==> config.mk <==
export PLATFORM = sky130hd
export DESIGN_NAME = ysyx_25040111_trap_ctrl_flat
export DESIGN_NICKNAME = d
export VERILOG_FILES = /design/src/rtl/ysyx_25040111_pkg.sv /design/src/rtl/ysyx_25040111_trap_ctrl_if.sv /design/src/rtl/ysyx_25040111_mstatus_upd.sv /design/src/rtl/ysyx_25040111_trap_ctrl.sv /design/src/flat_wrapper.sv
export SDC_FILE = /design/constraint.sdc
export NUM_CORES = 1
export LEC_CHECK = 0
export CORE_ASPECT_RATIO = 0.75
export CORE_MARGIN = 4
export CORE_UTILIZATION = 43
export CTS_CLUSTER_SIZE = 16
export DETAILED_ROUTE_END_ITERATION = 8
export GPL_ROUTABILITY_DRIVEN = 0
export PLACE_DENSITY = 0.88
export SLEW_MARGIN = 20
export SYNTH_ARGS = -nofsm -noshare
export SYNTH_HDL_FRONTEND = slang
export SYNTH_HIERARCHICAL = 1
export SYNTH_SLANG_ARGS = --single-unit
==> constraint.sdc <==
create_clock -name clock -period 1.65 [get_ports clock]
set_input_delay 0.33 -clock clock [delete_from_list [all_inputs] [get_ports clock]]
set_output_delay 0.33 -clock clock [all_outputs]
set_load 0.05 [all_outputs]
==> src/rtl/ysyx_25040111_pkg.sv <==
// rtl/ysyx_25040111_pkg.sv - shared encodings, CSR addresses and FSM states for the trap controller
package ysyx_25040111_pkg;

    localparam int XLEN = 32;

    // execute-stage operation encodings (6 and 7 are illegal)
    localparam logic [2:0] OP_CSRRW  = 3'd0;
    localparam logic [2:0] OP_CSRRS  = 3'd1;
    localparam logic [2:0] OP_CSRRC  = 3'd2;
    localparam logic [2:0] OP_ECALL  = 3'd3;
    localparam logic [2:0] OP_EBREAK = 3'd4;
    localparam logic [2:0] OP_MRET   = 3'd5;

    // machine-mode CSR addresses touched by the controller
    localparam logic [11:0] CSR_MSTATUS = 12'h300;
    localparam logic [11:0] CSR_MTVEC   = 12'h305;
    localparam logic [11:0] CSR_MEPC    = 12'h341;
    localparam logic [11:0] CSR_MCAUSE  = 12'h342;
    localparam logic [11:0] CSR_MVENDID = 12'hF11;
    localparam logic [11:0] CSR_MARCHID = 12'hF12;

    // mcause codes
    localparam logic [3:0] CAUSE_ILLEGAL = 4'h2;
    localparam logic [3:0] CAUSE_EBREAK  = 4'h3;
    localparam logic [3:0] CAUSE_ECALL   = 4'hB;

    // mstatus bit positions
    localparam int MST_MIE    = 3;
    localparam int MST_MPIE   = 7;
    localparam int MST_MPP_LO = 11;
    localparam int MST_MPP_HI = 12;

    typedef enum logic [2:0] {
        S_IDLE  = 3'd0,
        S_CSR_R = 3'd1,
        S_CSR_W = 3'd2,
        S_EPC   = 3'd3,
        S_MST_R = 3'd4,
        S_MST_W = 3'd5,
        S_VEC   = 3'd6,
        S_DONE  = 3'd7
    } state_t;

    function automatic logic is_csr_op(input logic [2:0] op);
        return (op == OP_CSRRW) || (op == OP_CSRRS) || (op == OP_CSRRC);
    endfunction

    // anything that is neither a CSR op nor MRET traps; only ECALL/EBREAK have their own cause
    function automatic logic [3:0] trap_cause(input logic [2:0] op);
        case (op)
            OP_ECALL:  return CAUSE_ECALL;
            OP_EBREAK: return CAUSE_EBREAK;
            default:   return CAUSE_ILLEGAL;
        endcase
    endfunction

endpackage

==> src/rtl/ysyx_25040111_trap_ctrl_if.sv <==
// rtl/ysyx_25040111_trap_ctrl_if.sv - execute-side request/response handshake bundle
interface ysyx_25040111_trap_ctrl_if;
    logic        in_valid;
    logic        in_ready;
    logic [2:0]  in_op;
    logic [11:0] in_csr_addr;
    logic [31:0] in_rs1_val;
    logic        in_rs1_is_x0;
    logic [31:0] in_pc;
    logic        out_valid;
    logic        out_ready;
    logic [31:0] out_rd_data;
    logic        out_redirect;
    logic [31:0] out_redirect_pc;

    // execute stage side
    modport master (
        output in_valid, in_op, in_csr_addr, in_rs1_val, in_rs1_is_x0, in_pc, out_ready,
        input  in_ready, out_valid, out_rd_data, out_redirect, out_redirect_pc
    );

    // trap controller side
    modport slave (
        input  in_valid, in_op, in_csr_addr, in_rs1_val, in_rs1_is_x0, in_pc, out_ready,
        output in_ready, out_valid, out_rd_data, out_redirect, out_redirect_pc
    );
endinterface

==> src/rtl/ysyx_25040111_mstatus_upd.sv <==
// rtl/ysyx_25040111_mstatus_upd.sv - mstatus stacking for trap entry and MRET
module ysyx_25040111_mstatus_upd
    import ysyx_25040111_pkg::*;
(
    input  logic [31:0] old_mstatus,
    input  logic        is_mret,
    output logic [31:0] new_mstatus
);

    // push MIE into MPIE on trap, pop it back on MRET; MPP always reads machine mode
    always_comb begin
        new_mstatus = old_mstatus;
        if (is_mret) begin
            new_mstatus[MST_MIE]  = old_mstatus[MST_MPIE];
            new_mstatus[MST_MPIE] = 1'b1;
        end else begin
            new_mstatus[MST_MPIE] = old_mstatus[MST_MIE];
            new_mstatus[MST_MIE]  = 1'b0;
        end
        new_mstatus[MST_MPP_HI:MST_MPP_LO] = 2'b11;
    end

endmodule

==> src/rtl/ysyx_25040111_trap_ctrl.sv <==
// rtl/ysyx_25040111_trap_ctrl.sv - multi-cycle CSR read-modify-write, trap entry and MRET sequencer
module ysyx_25040111_trap_ctrl
    import ysyx_25040111_pkg::*;
(
    input  logic                  clock,
    input  logic                  reset,
    ysyx_25040111_trap_ctrl_if.slave exe,
    output logic                  csr_wen,
    output logic [11:0]           csr_waddr,
    output logic [31:0]           csr_wdata,
    output logic                  csr_ren,
    output logic [11:0]           csr_raddr,
    input  logic [31:0]           csr_rdata,
    output logic                  csr_err,
    output logic [3:0]            csr_errtp
);

    state_t      state;
    logic [2:0]  op_q;
    logic [11:0] addr_q;
    logic [31:0] rs1_q;
    logic        x0_q;
    logic [31:0] old_q;

    logic        is_mret_q;
    logic        csr_ro;
    logic        csr_wr_ok;
    logic [31:0] csr_new;
    logic [31:0] mst_new;

    assign is_mret_q = (op_q == OP_MRET);
    // read-only ID registers are never written; RS/RC with rs1=x0 are pure reads
    assign csr_ro    = (addr_q == CSR_MVENDID) || (addr_q == CSR_MARCHID);
    assign csr_wr_ok = !csr_ro && !((op_q != OP_CSRRW) && x0_q);

    // new CSR value computed straight from the read port while in CSR_R
    always_comb begin
        case (op_q)
            OP_CSRRS: csr_new = csr_rdata | rs1_q;
            OP_CSRRC: csr_new = csr_rdata & ~rs1_q;
            default:  csr_new = rs1_q;
        endcase
    end

    ysyx_25040111_mstatus_upd u_mstatus_upd (
        .old_mstatus (csr_rdata),
        .is_mret     (is_mret_q),
        .new_mstatus (mst_new)
    );

    // sequencer: every strobe is registered on entry to the state that owns it, so each is a one-cycle pulse
    always_ff @(posedge clock) begin
        if (reset) begin
            state               <= S_IDLE;
            op_q                <= 3'd0;
            addr_q              <= 12'd0;
            rs1_q               <= 32'd0;
            x0_q                <= 1'b0;
            old_q               <= 32'd0;
            exe.in_ready        <= 1'b1;
            exe.out_valid       <= 1'b0;
            exe.out_rd_data     <= 32'd0;
            exe.out_redirect    <= 1'b0;
            exe.out_redirect_pc <= 32'd0;
            csr_wen             <= 1'b0;
            csr_waddr           <= 12'd0;
            csr_wdata           <= 32'd0;
            csr_ren             <= 1'b0;
            csr_raddr           <= 12'd0;
            csr_err             <= 1'b0;
            csr_errtp           <= 4'd0;
        end else begin
            csr_wen   <= 1'b0;
            csr_waddr <= 12'd0;
            csr_wdata <= 32'd0;
            csr_ren   <= 1'b0;
            csr_raddr <= 12'd0;
            csr_err   <= 1'b0;
            csr_errtp <= 4'd0;
            case (state)
                S_IDLE: begin
                    if (exe.in_valid) begin
                        op_q         <= exe.in_op;
                        addr_q       <= exe.in_csr_addr;
                        rs1_q        <= exe.in_rs1_val;
                        x0_q         <= exe.in_rs1_is_x0;
                        exe.in_ready <= 1'b0;
                        if (is_csr_op(exe.in_op)) begin
                            state     <= S_CSR_R;
                            csr_ren   <= 1'b1;
                            csr_raddr <= exe.in_csr_addr;
                        end else if (exe.in_op == OP_MRET) begin
                            state     <= S_MST_R;
                            csr_ren   <= 1'b1;
                            csr_raddr <= CSR_MSTATUS;
                        end else begin
                            state     <= S_EPC;
                            csr_wen   <= 1'b1;
                            csr_waddr <= CSR_MEPC;
                            csr_wdata <= exe.in_pc;
                            csr_err   <= 1'b1;
                            csr_errtp <= trap_cause(exe.in_op);
                        end
                    end
                end
                S_CSR_R: begin
                    old_q <= csr_rdata;
                    state <= S_CSR_W;
                    if (csr_wr_ok) begin
                        csr_wen   <= 1'b1;
                        csr_waddr <= addr_q;
                        csr_wdata <= csr_new;
                    end
                end
                S_CSR_W: begin
                    state               <= S_DONE;
                    exe.out_valid       <= 1'b1;
                    exe.out_rd_data     <= old_q;
                    exe.out_redirect    <= 1'b0;
                    exe.out_redirect_pc <= 32'd0;
                end
                S_EPC: begin
                    state     <= S_MST_R;
                    csr_ren   <= 1'b1;
                    csr_raddr <= CSR_MSTATUS;
                end
                S_MST_R: begin
                    state     <= S_MST_W;
                    csr_wen   <= 1'b1;
                    csr_waddr <= CSR_MSTATUS;
                    csr_wdata <= mst_new;
                end
                S_MST_W: begin
                    state     <= S_VEC;
                    csr_ren   <= 1'b1;
                    csr_raddr <= is_mret_q ? CSR_MEPC : CSR_MTVEC;
                end
                S_VEC: begin
                    state               <= S_DONE;
                    exe.out_valid       <= 1'b1;
                    exe.out_rd_data     <= 32'd0;
                    exe.out_redirect    <= 1'b1;
                    // only direct-mode mtvec is supported, so the mode bits are dropped
                    exe.out_redirect_pc <= is_mret_q ? csr_rdata : {csr_rdata[31:2], 2'b00};
                end
                S_DONE: begin
                    if (exe.out_ready) begin
                        state               <= S_IDLE;
                        exe.in_ready        <= 1'b1;
                        exe.out_valid       <= 1'b0;
                        exe.out_rd_data     <= 32'd0;
                        exe.out_redirect    <= 1'b0;
                        exe.out_redirect_pc <= 32'd0;
                    end
                end
                default: begin
                    state         <= S_IDLE;
                    exe.in_ready  <= 1'b1;
                    exe.out_valid <= 1'b0;
                end
            endcase
        end
    end

endmodule
==> src/flat_wrapper.sv <==
// flat-port wrapper written by rule: the top's interface ports become plain ports
module ysyx_25040111_trap_ctrl_flat import ysyx_25040111_pkg::*;
  (clock, reset, csr_wen, csr_waddr, csr_wdata, csr_ren, csr_raddr, csr_rdata, csr_err, csr_errtp, exe_in_valid, exe_in_op, exe_in_csr_addr, exe_in_rs1_val, exe_in_rs1_is_x0, exe_in_pc, exe_out_ready, exe_in_ready, exe_out_valid, exe_out_rd_data, exe_out_redirect, exe_out_redirect_pc);
  ysyx_25040111_trap_ctrl_if exe_i ();
  input  logic clock;
  input  logic reset;
  output logic csr_wen;
  output logic [11:0] csr_waddr;
  output logic [31:0] csr_wdata;
  output logic csr_ren;
  output logic [11:0] csr_raddr;
  input  logic [31:0] csr_rdata;
  output logic csr_err;
  output logic [3:0] csr_errtp;
  input wire logic [$bits(exe_i.in_valid)-1:0] exe_in_valid;
  input wire logic [$bits(exe_i.in_op)-1:0] exe_in_op;
  input wire logic [$bits(exe_i.in_csr_addr)-1:0] exe_in_csr_addr;
  input wire logic [$bits(exe_i.in_rs1_val)-1:0] exe_in_rs1_val;
  input wire logic [$bits(exe_i.in_rs1_is_x0)-1:0] exe_in_rs1_is_x0;
  input wire logic [$bits(exe_i.in_pc)-1:0] exe_in_pc;
  input wire logic [$bits(exe_i.out_ready)-1:0] exe_out_ready;
  output wire logic [$bits(exe_i.in_ready)-1:0] exe_in_ready;
  output wire logic [$bits(exe_i.out_valid)-1:0] exe_out_valid;
  output wire logic [$bits(exe_i.out_rd_data)-1:0] exe_out_rd_data;
  output wire logic [$bits(exe_i.out_redirect)-1:0] exe_out_redirect;
  output wire logic [$bits(exe_i.out_redirect_pc)-1:0] exe_out_redirect_pc;
  assign exe_i.in_valid = exe_in_valid;
  assign exe_i.in_op = exe_in_op;
  assign exe_i.in_csr_addr = exe_in_csr_addr;
  assign exe_i.in_rs1_val = exe_in_rs1_val;
  assign exe_i.in_rs1_is_x0 = exe_in_rs1_is_x0;
  assign exe_i.in_pc = exe_in_pc;
  assign exe_i.out_ready = exe_out_ready;
  assign exe_in_ready = exe_i.in_ready;
  assign exe_out_valid = exe_i.out_valid;
  assign exe_out_rd_data = exe_i.out_rd_data;
  assign exe_out_redirect = exe_i.out_redirect;
  assign exe_out_redirect_pc = exe_i.out_redirect_pc;
  ysyx_25040111_trap_ctrl u_core (.clock(clock), .reset(reset), .exe(exe_i), .csr_wen(csr_wen), .csr_waddr(csr_waddr), .csr_wdata(csr_wdata), .csr_ren(csr_ren), .csr_raddr(csr_raddr), .csr_rdata(csr_rdata), .csr_err(csr_err), .csr_errtp(csr_errtp));
endmodule
==> metrics.yaml, run 1 <==
ir_drop_v: 0.000742
ys_warn_count: 6
antenna_found_initial: 0
syn_area_um2: 8720
hpwl_um: 21300
drc: 0
finalHoldWorstSlack_ns: 0.120
power.density_nw_per_um2: 1140
antenna_left: 0
clk_latency_ns: 0.50
cts-root-buf: "clkbuf_16"
cp_max_fo: 9
pwr-share-comb: 0.229
seq_power_share: 0.410
synth-seq-cells: 212
rr_startpoint: "u_core/state[0]$_SDFFE_PP0P_"
skew_ns: 0.00950
rows: 44
critPathTopFamily: "simple AND/OR/NAND/NOR gates"
die-width_um: 172
required_ns: 2.06
hp-class: "input port to flip-flop"
cap_violations: 0
io_buffers: 244
crit_buf_inv: 2
fin_crit_sh: 0.988
cpPeakStageDelay_ns: 0.57
path_clk_slew_ns: 0.06
die_area_um2: 22700
hold_viol: 0
final_nets: 1408
final_common_cell: "dfxtp_1"
vias_per_cell: 5.52
avgSynthCellArea_um2: 8.16
diodes: 0
final_area_um2: 12100
clkSinkCount: 212
switchingPower_mw: 4.29
arrival_ns: 2.04
ys_seq_area_frac: 0.486
grt-ovfl-total: 0
pin_count: 246
hp-start: "reset"
placed_area_um2: 11300
drive_above_1_share: 0.218
worst_path_max_delay_cell: "or4b_4"
gr-usage-all-layers: 0.249
post_drt_wl_per_cell_um: 19.3
setup_viol: 0
htreeDepth: 1
crit_chain: "or4b_4 > nor2_4 > buf_4 > clkbuf_16 > nand3_1 > o211ai_1"
totalWireLength_um: 30100
period_needed_ns: 1.63
grt_max_degree: 107
setup.worst_path.start: "u_core/state[0]$_SDFFE_PP0P_"
power_leakage_nw: 4.98
start_util: 0.444
yosys_most_used_dff: "dfxtp_1"
synth.distinct_cells: 47
nFillCells: 1641
grt_pass1_wl_um: 45500
p_int_mw: 9.52
slew_viol_final: 0
die_h_um: 131
grt_setup_unrepaired: "true"
drt_iter0_markers: 963
cts_tree: "built"
fmax_mhz: 614
switching_share: 0.311
grt_pass1_vias: 8174
dr.pass1.iters: 7
start_kind: "flip-flop"
pwr-share-clk: 0.361
syn2layout_area_growth_pct: 38.4
clock_path_buffers: 3
num_vias: 8621
crit_type: "flip-flop to flip-flop"
numCtsBuffers: 22
synthArstFlopShare: 0
core_um2: 19700
final_cell_mix: "209 x dfxtp_1, 200 x nand2_1, 191 x buf_4, 152 x a21oi_1, 119 x nor2_1"
synth_edf_count: 0
status: "completed"
end_kind: "flip-flop"
syn_inst: 1069
kinds of logic (layout without fill, tap and decap cells):
group | after synthesis | in the layout | share of synthesized area
other | 2 | 3 | 0.000861
xor gates and xnor gates | 3 | 3 | 0.00301
muxes | 1 | 1 | 0.00115
DFF | 212 | 212 | 0.486
buffers and inverters | 130 | 368 | 0.0747
AOI/OAI and AO/OA | 297 | 297 | 0.214
and+or+nand+nor | 424 | 424 | 0.220
metal layers:
metal	wire [µm]	GRT usage	vias to the layer above
met3	3290	0.0441	64
met1	12600	0.368	3967
met5	0	0	-
li1	-	-	4080
met4	806	0.0698	0
met2	13400	0.374	510
power groups by stage:
stage | Combinational [mW] | Clock, mW | Sequential [mW]
2_1_floorplan | 1.37 | 0 | 6.23
3_3_place_gp | 3.00 | 0 | 5.74
3_5_place_dp | 3.06 | 0 | 5.76
4_1_cts | 3.09 | 5.09 | 5.65
5_1_grt | 3.38 | 5.29 | 5.69
6_report | 3.16 | 4.98 | 5.66
stage by stage:
step	setup TNS, ns	utilization	setup WS (ns)	total power, mW	cells
3_5_place_dp	-41.74	0.573	-0.499	8.82	1517
5_1_grt	-0.0156	0.614	-0.00926	14.4	1561
6_report	0	0.614	0.0202	13.8	1561
2_1_floorplan	-0.300	-	-0.0120	7.60	1070
4_1_cts	0	0.610	0.0170	13.8	1557
3_3_place_gp	-37.79	0.573	-0.439	8.74	1517
path summary, 6_finish.rpt:
kind                            slack [ns]  cells past startpoint                              end
worst min-delay path                  0.12                      2   u_core/csr_errtp[3]$_SDFF_PP0_
worst max-delay path                  0.02                      6  u_core/csr_wdata[26]$_SDFF_PP0_
worst max register to register        0.02                      6  u_core/csr_wdata[26]$_SDFF_PP0_
worst min register to register        0.45                      2    u_core/old_q[16]$_SDFFE_PP0P_
cell type report:
cell class / instances / area (µm²) / area share
Inverter: 8 / 30.0 / 0.00249
Clock inverter: 15 / 141 / 0.0117
Multi-Input combinational cell: 728 / 3890 / 0.322
Tap cell: 253 / 317 / 0.0262
Sequential cell: 212 / 4250 / 0.352
Timing Repair Buffer: 320 / 2860 / 0.237
Clock buffer: 25 / 583 / 0.0483
registers in the layout, indices dropped and copies added (netlist names):
register                    count
u_core/addr_q                  12
u_core/csr_err                  1
u_core/csr_errtp                3
u_core/csr_raddr               12
u_core/csr_ren                  1
u_core/csr_waddr               12
u_core/csr_wdata               32
u_core/csr_wen                  1
u_core/exe.in_ready             1
u_core/exe.out_rd_data         32
u_core/exe.out_redirect         1
u_core/exe.out_redirect_pc     32
u_core/exe.out_valid            1
u_core/old_q                   32
u_core/op_q                     3
u_core/rs1_q                   32
u_core/state                    3
u_core/x0_q                     1
what timing repair did:
item,4_1_cts,5_1_grt
gates resized for setup,4,11
endpoints found under the setup margin,82,77
setup buffers,0,3
pin swaps,1,4
cloned,0,1
hold buffers,0,0
Yosys cell counts (14+ instances only):
master	count	area, µm²
a21o_1	32	240
a21oi_1	154	771
a22oi_1	33	248
and4_1	33	289
buf_2	14	70.1
buf_4	31	233
clkbuf_1	71	267
dfxtp_1	212	4240
nand2_1	201	754
nand3_1	37	185
nor2_1	121	454
o211ai_2	20	250
o21ai_0	35	175
No activity file was read; power rests on OpenSTA's default activity.
==> run 2: changes to the inputs <==
--- a/config.mk
+++ b/config.mk
@@ -12,7 +12,6 @@
 export DETAILED_ROUTE_END_ITERATION = 8
 export GPL_ROUTABILITY_DRIVEN = 0
 export PLACE_DENSITY = 0.88
-export SLEW_MARGIN = 20
 export SYNTH_ARGS = -nofsm -noshare
 export SYNTH_HDL_FRONTEND = slang
 export SYNTH_HIERARCHICAL = 1
==> results of run 2 <==
No change in the layout: final DEF, timing and power equal those of run 1.
==> run 3: changes to the inputs <==
==> constraint.sdc (replaced) <==
create_clock -name clock -period 1.65 [get_ports clock]
set_input_delay 0.165 -clock clock [delete_from_list [all_inputs] [get_ports clock]]
set_output_delay 0.165 -clock clock [all_outputs]
set_load 0.05 [all_outputs]
==> metrics.yaml, run 3 (synthesized netlist as in run 1, its figures left out) <==
clk_latency_ns: 0.51  # about the same
postLayoutCoreUtil: 0.625  # +0.0111
setup_viol: 29  # +29
crit_type: "flip-flop to flip-flop"
final_cell_mix: "210 x dfxtp_1, 200 x nand2_1, 153 x a21oi_1, 138 x buf_4, 119 x nor2_1"
vias_per_cell: 5.59  # +1.2%
final_nets: 1399  # -0.64%
switching_share: 0.302  # -0.00834
clock_path_buffers: 3  # unchanged
syn2layout_area_growth_pct: 40.9
slew-limit-headroom: 0.633
io_buffers: 244  # unchanged
worst_slack_ns: -0.0459  # -0.0661 ns
dr.pass1.iters: 5  # -2
cts-root-buf: "clkbuf_16"
cp_max_fo: 8  # -1
start_kind: "flip-flop"
numCtsBuffers: 22  # unchanged
totalWireLength_um: 31000  # +3.0%
hp-class: "input port to flip-flop"
power_leakage_nw: 5.11  # +2.6%
pwr-share-comb: 0.229  # about the same
antenna_left: 0  # unchanged
hpwl_um: 20800  # -2.1%
grt_setup_unrepaired: "true"
crit_buf_inv: 2  # unchanged
power.density_nw_per_um2: 1160  # +1.7%
die_area_um2: 22700  # unchanged
drt_iter0_markers: 976  # +1.3%
worst_pin_slew_ns: 0.553
htreeDepth: 1  # unchanged
antenna_found_initial: 2  # +2
worst_path_max_delay_cell: "or4b_4"
grt_pass1_vias: 8315  # +1.7%
grt_pass1_wl_um: 45200  # -0.52%
drive_above_1_share: 0.193  # -0.0251
die-width_um: 172  # unchanged
finalPower_mw: 14.3  # +3.5%
seq_power_share: 0.396  # -0.014
arrival_ns: 2.13  # +0.09 ns
period_needed_ns: 1.70  # +0.0661 ns
p_int_mw: 9.97  # +4.8%
clkSinkCount: 212  # unchanged
violations: "setup timing"
core_um2: 19700  # unchanged
final_common_cell: "dfxtp_1"
crit_chain: "or4b_4 > nor2_4 > buf_12 > clkbuf_16 > nand3_2 > o211ai_2"
gr-usage-all-layers: 0.248  # -0.00109
pwr-share-clk: 0.375  # +0.014
num_vias: 8667  # +0.53%
die_h_um: 131  # unchanged
grt-ovfl-total: 0  # unchanged
drc: 0  # unchanged
start_util: 0.444  # unchanged
cap_violations: 0  # unchanged
slew_viol_final: 0  # unchanged
end_kind: "flip-flop"
grt_max_degree: 111  # +3.7%
hold_viol: 0  # unchanged
required_ns: 2.08  # +0.02 ns
placed_area_um2: 11200  # -0.27%
ir_drop_v: 0.000924  # +24%
hold_buffers: 0  # unchanged
diodes: 0  # unchanged
pin_count: 246  # unchanged
final_area_um2: 12300  # +1.8%
skew_ns: 0.0146  # +0.00515 ns
switchingPower_mw: 4.32  # +0.77%
post_drt_wl_per_cell_um: 20.0  # +3.7%
path_clk_slew_ns: 0.06  # about the same
cts_tree: "built"
cpPeakStageDelay_ns: 0.61  # +0.04 ns
status: "finished, violations left"
fmax_mhz: 590  # -3.9%
critPathTopFamily: "simple AND/OR/NAND/NOR gates"
fin_crit_sh: 1.03  # +0.0401
rows: 44  # unchanged
run 3: changes by cell type in the layout (fill, tap and decap cells not counted), moves of 3 or more:
cell and change:
buf_4 -53, clkbuf_16 +4, clkbuf_8 +3, clkinv_2 -5
dlygate4sd2_1 +37, nand3_1 -15, nand3_2 +15
run 3: power groups by stage:
stage | registers, mW | clock network, mW | logic [mW]
floorplan | 6.23 | 0 | 1.37
global placement | 5.74 | 0 | 2.95
detailed placement | 5.76 | 0 | 3.01
CTS | 5.65 | 5.43 | 3.06
global route | 5.69 | 5.64 | 3.48
finish | 5.66 | 5.36 | 3.27
run 3: layout make-up:
class | instances | area, µm²
fill | 1622 | 7360
sequential | 212 | 4250
inverter | 8 | 30.0
timing repair buffer | 311 | 2940
multi-input combinational | 728 | 3970
clock buffer | 29 | 628
tap | 253 | 317
clock inverter | 9 | 150
run 3: through the flow:
stage          hold WS [ns]  setup slack (ns)  TNS [ns]  std cells
2_1_floorplan         0.297           -0.0120    -0.300       1070
3_3_place_gp          0.437            -0.328    -26.50       1504
6_report             0.0516           -0.0459    -0.585       1550
5_1_grt              0.0516           -0.0781     -2.49       1550
3_5_place_dp          0.435            -0.405    -31.25       1504
4_1_cts              0.0136           0.00294         0       1543
run 3: worst paths after layout:
| path | start | to | slack [ns] | depth (start not counted) |
|---|---|---|---|---|
| min | reset | u_core/csr_raddr[9]$_SDFF_PP0_ | 0.05 | 3 |
| max | u_core/state[1]$_SDFFE_PP0P_ | u_core/csr_wdata[5]$_SDFF_PP0_ | -0.05 | 6 |
| min reg2reg | u_core/old_q[18]$_SDFFE_PP0P_ | u_core/old_q[18]$_SDFFE_PP0P_ | 0.45 | 2 |
| max reg2reg | u_core/state[1]$_SDFFE_PP0P_ | u_core/csr_wdata[5]$_SDFF_PP0_ | -0.05 | 6 |
run 3: timing repair:
item / in CTS / in global routing
resized for setup: 48 / 29
setup endpoints to repair: 181 / 101
setup buffers: 0 / 2
pin swaps: 0 / 23
gates cloned: 1 / 5
run 3: routing by layer:
layer  part of all wire  GRT usage  vias to the layer above
li1                   -          -                     4060
met1               0.42      0.351                     4071
met2               0.45      0.379                      471
met3              0.098     0.0538                       61
met4              0.028     0.0781                        4
met5            0.00097          0                        -
run 3: worst min-delay path, delay by kind of cell:
kind,cells,cell delay [ns]
AO/OA/AOI/OAI,1,0.11
buffers and inverters,1,0.14
AND/OR/NAND/NOR,1,0.09
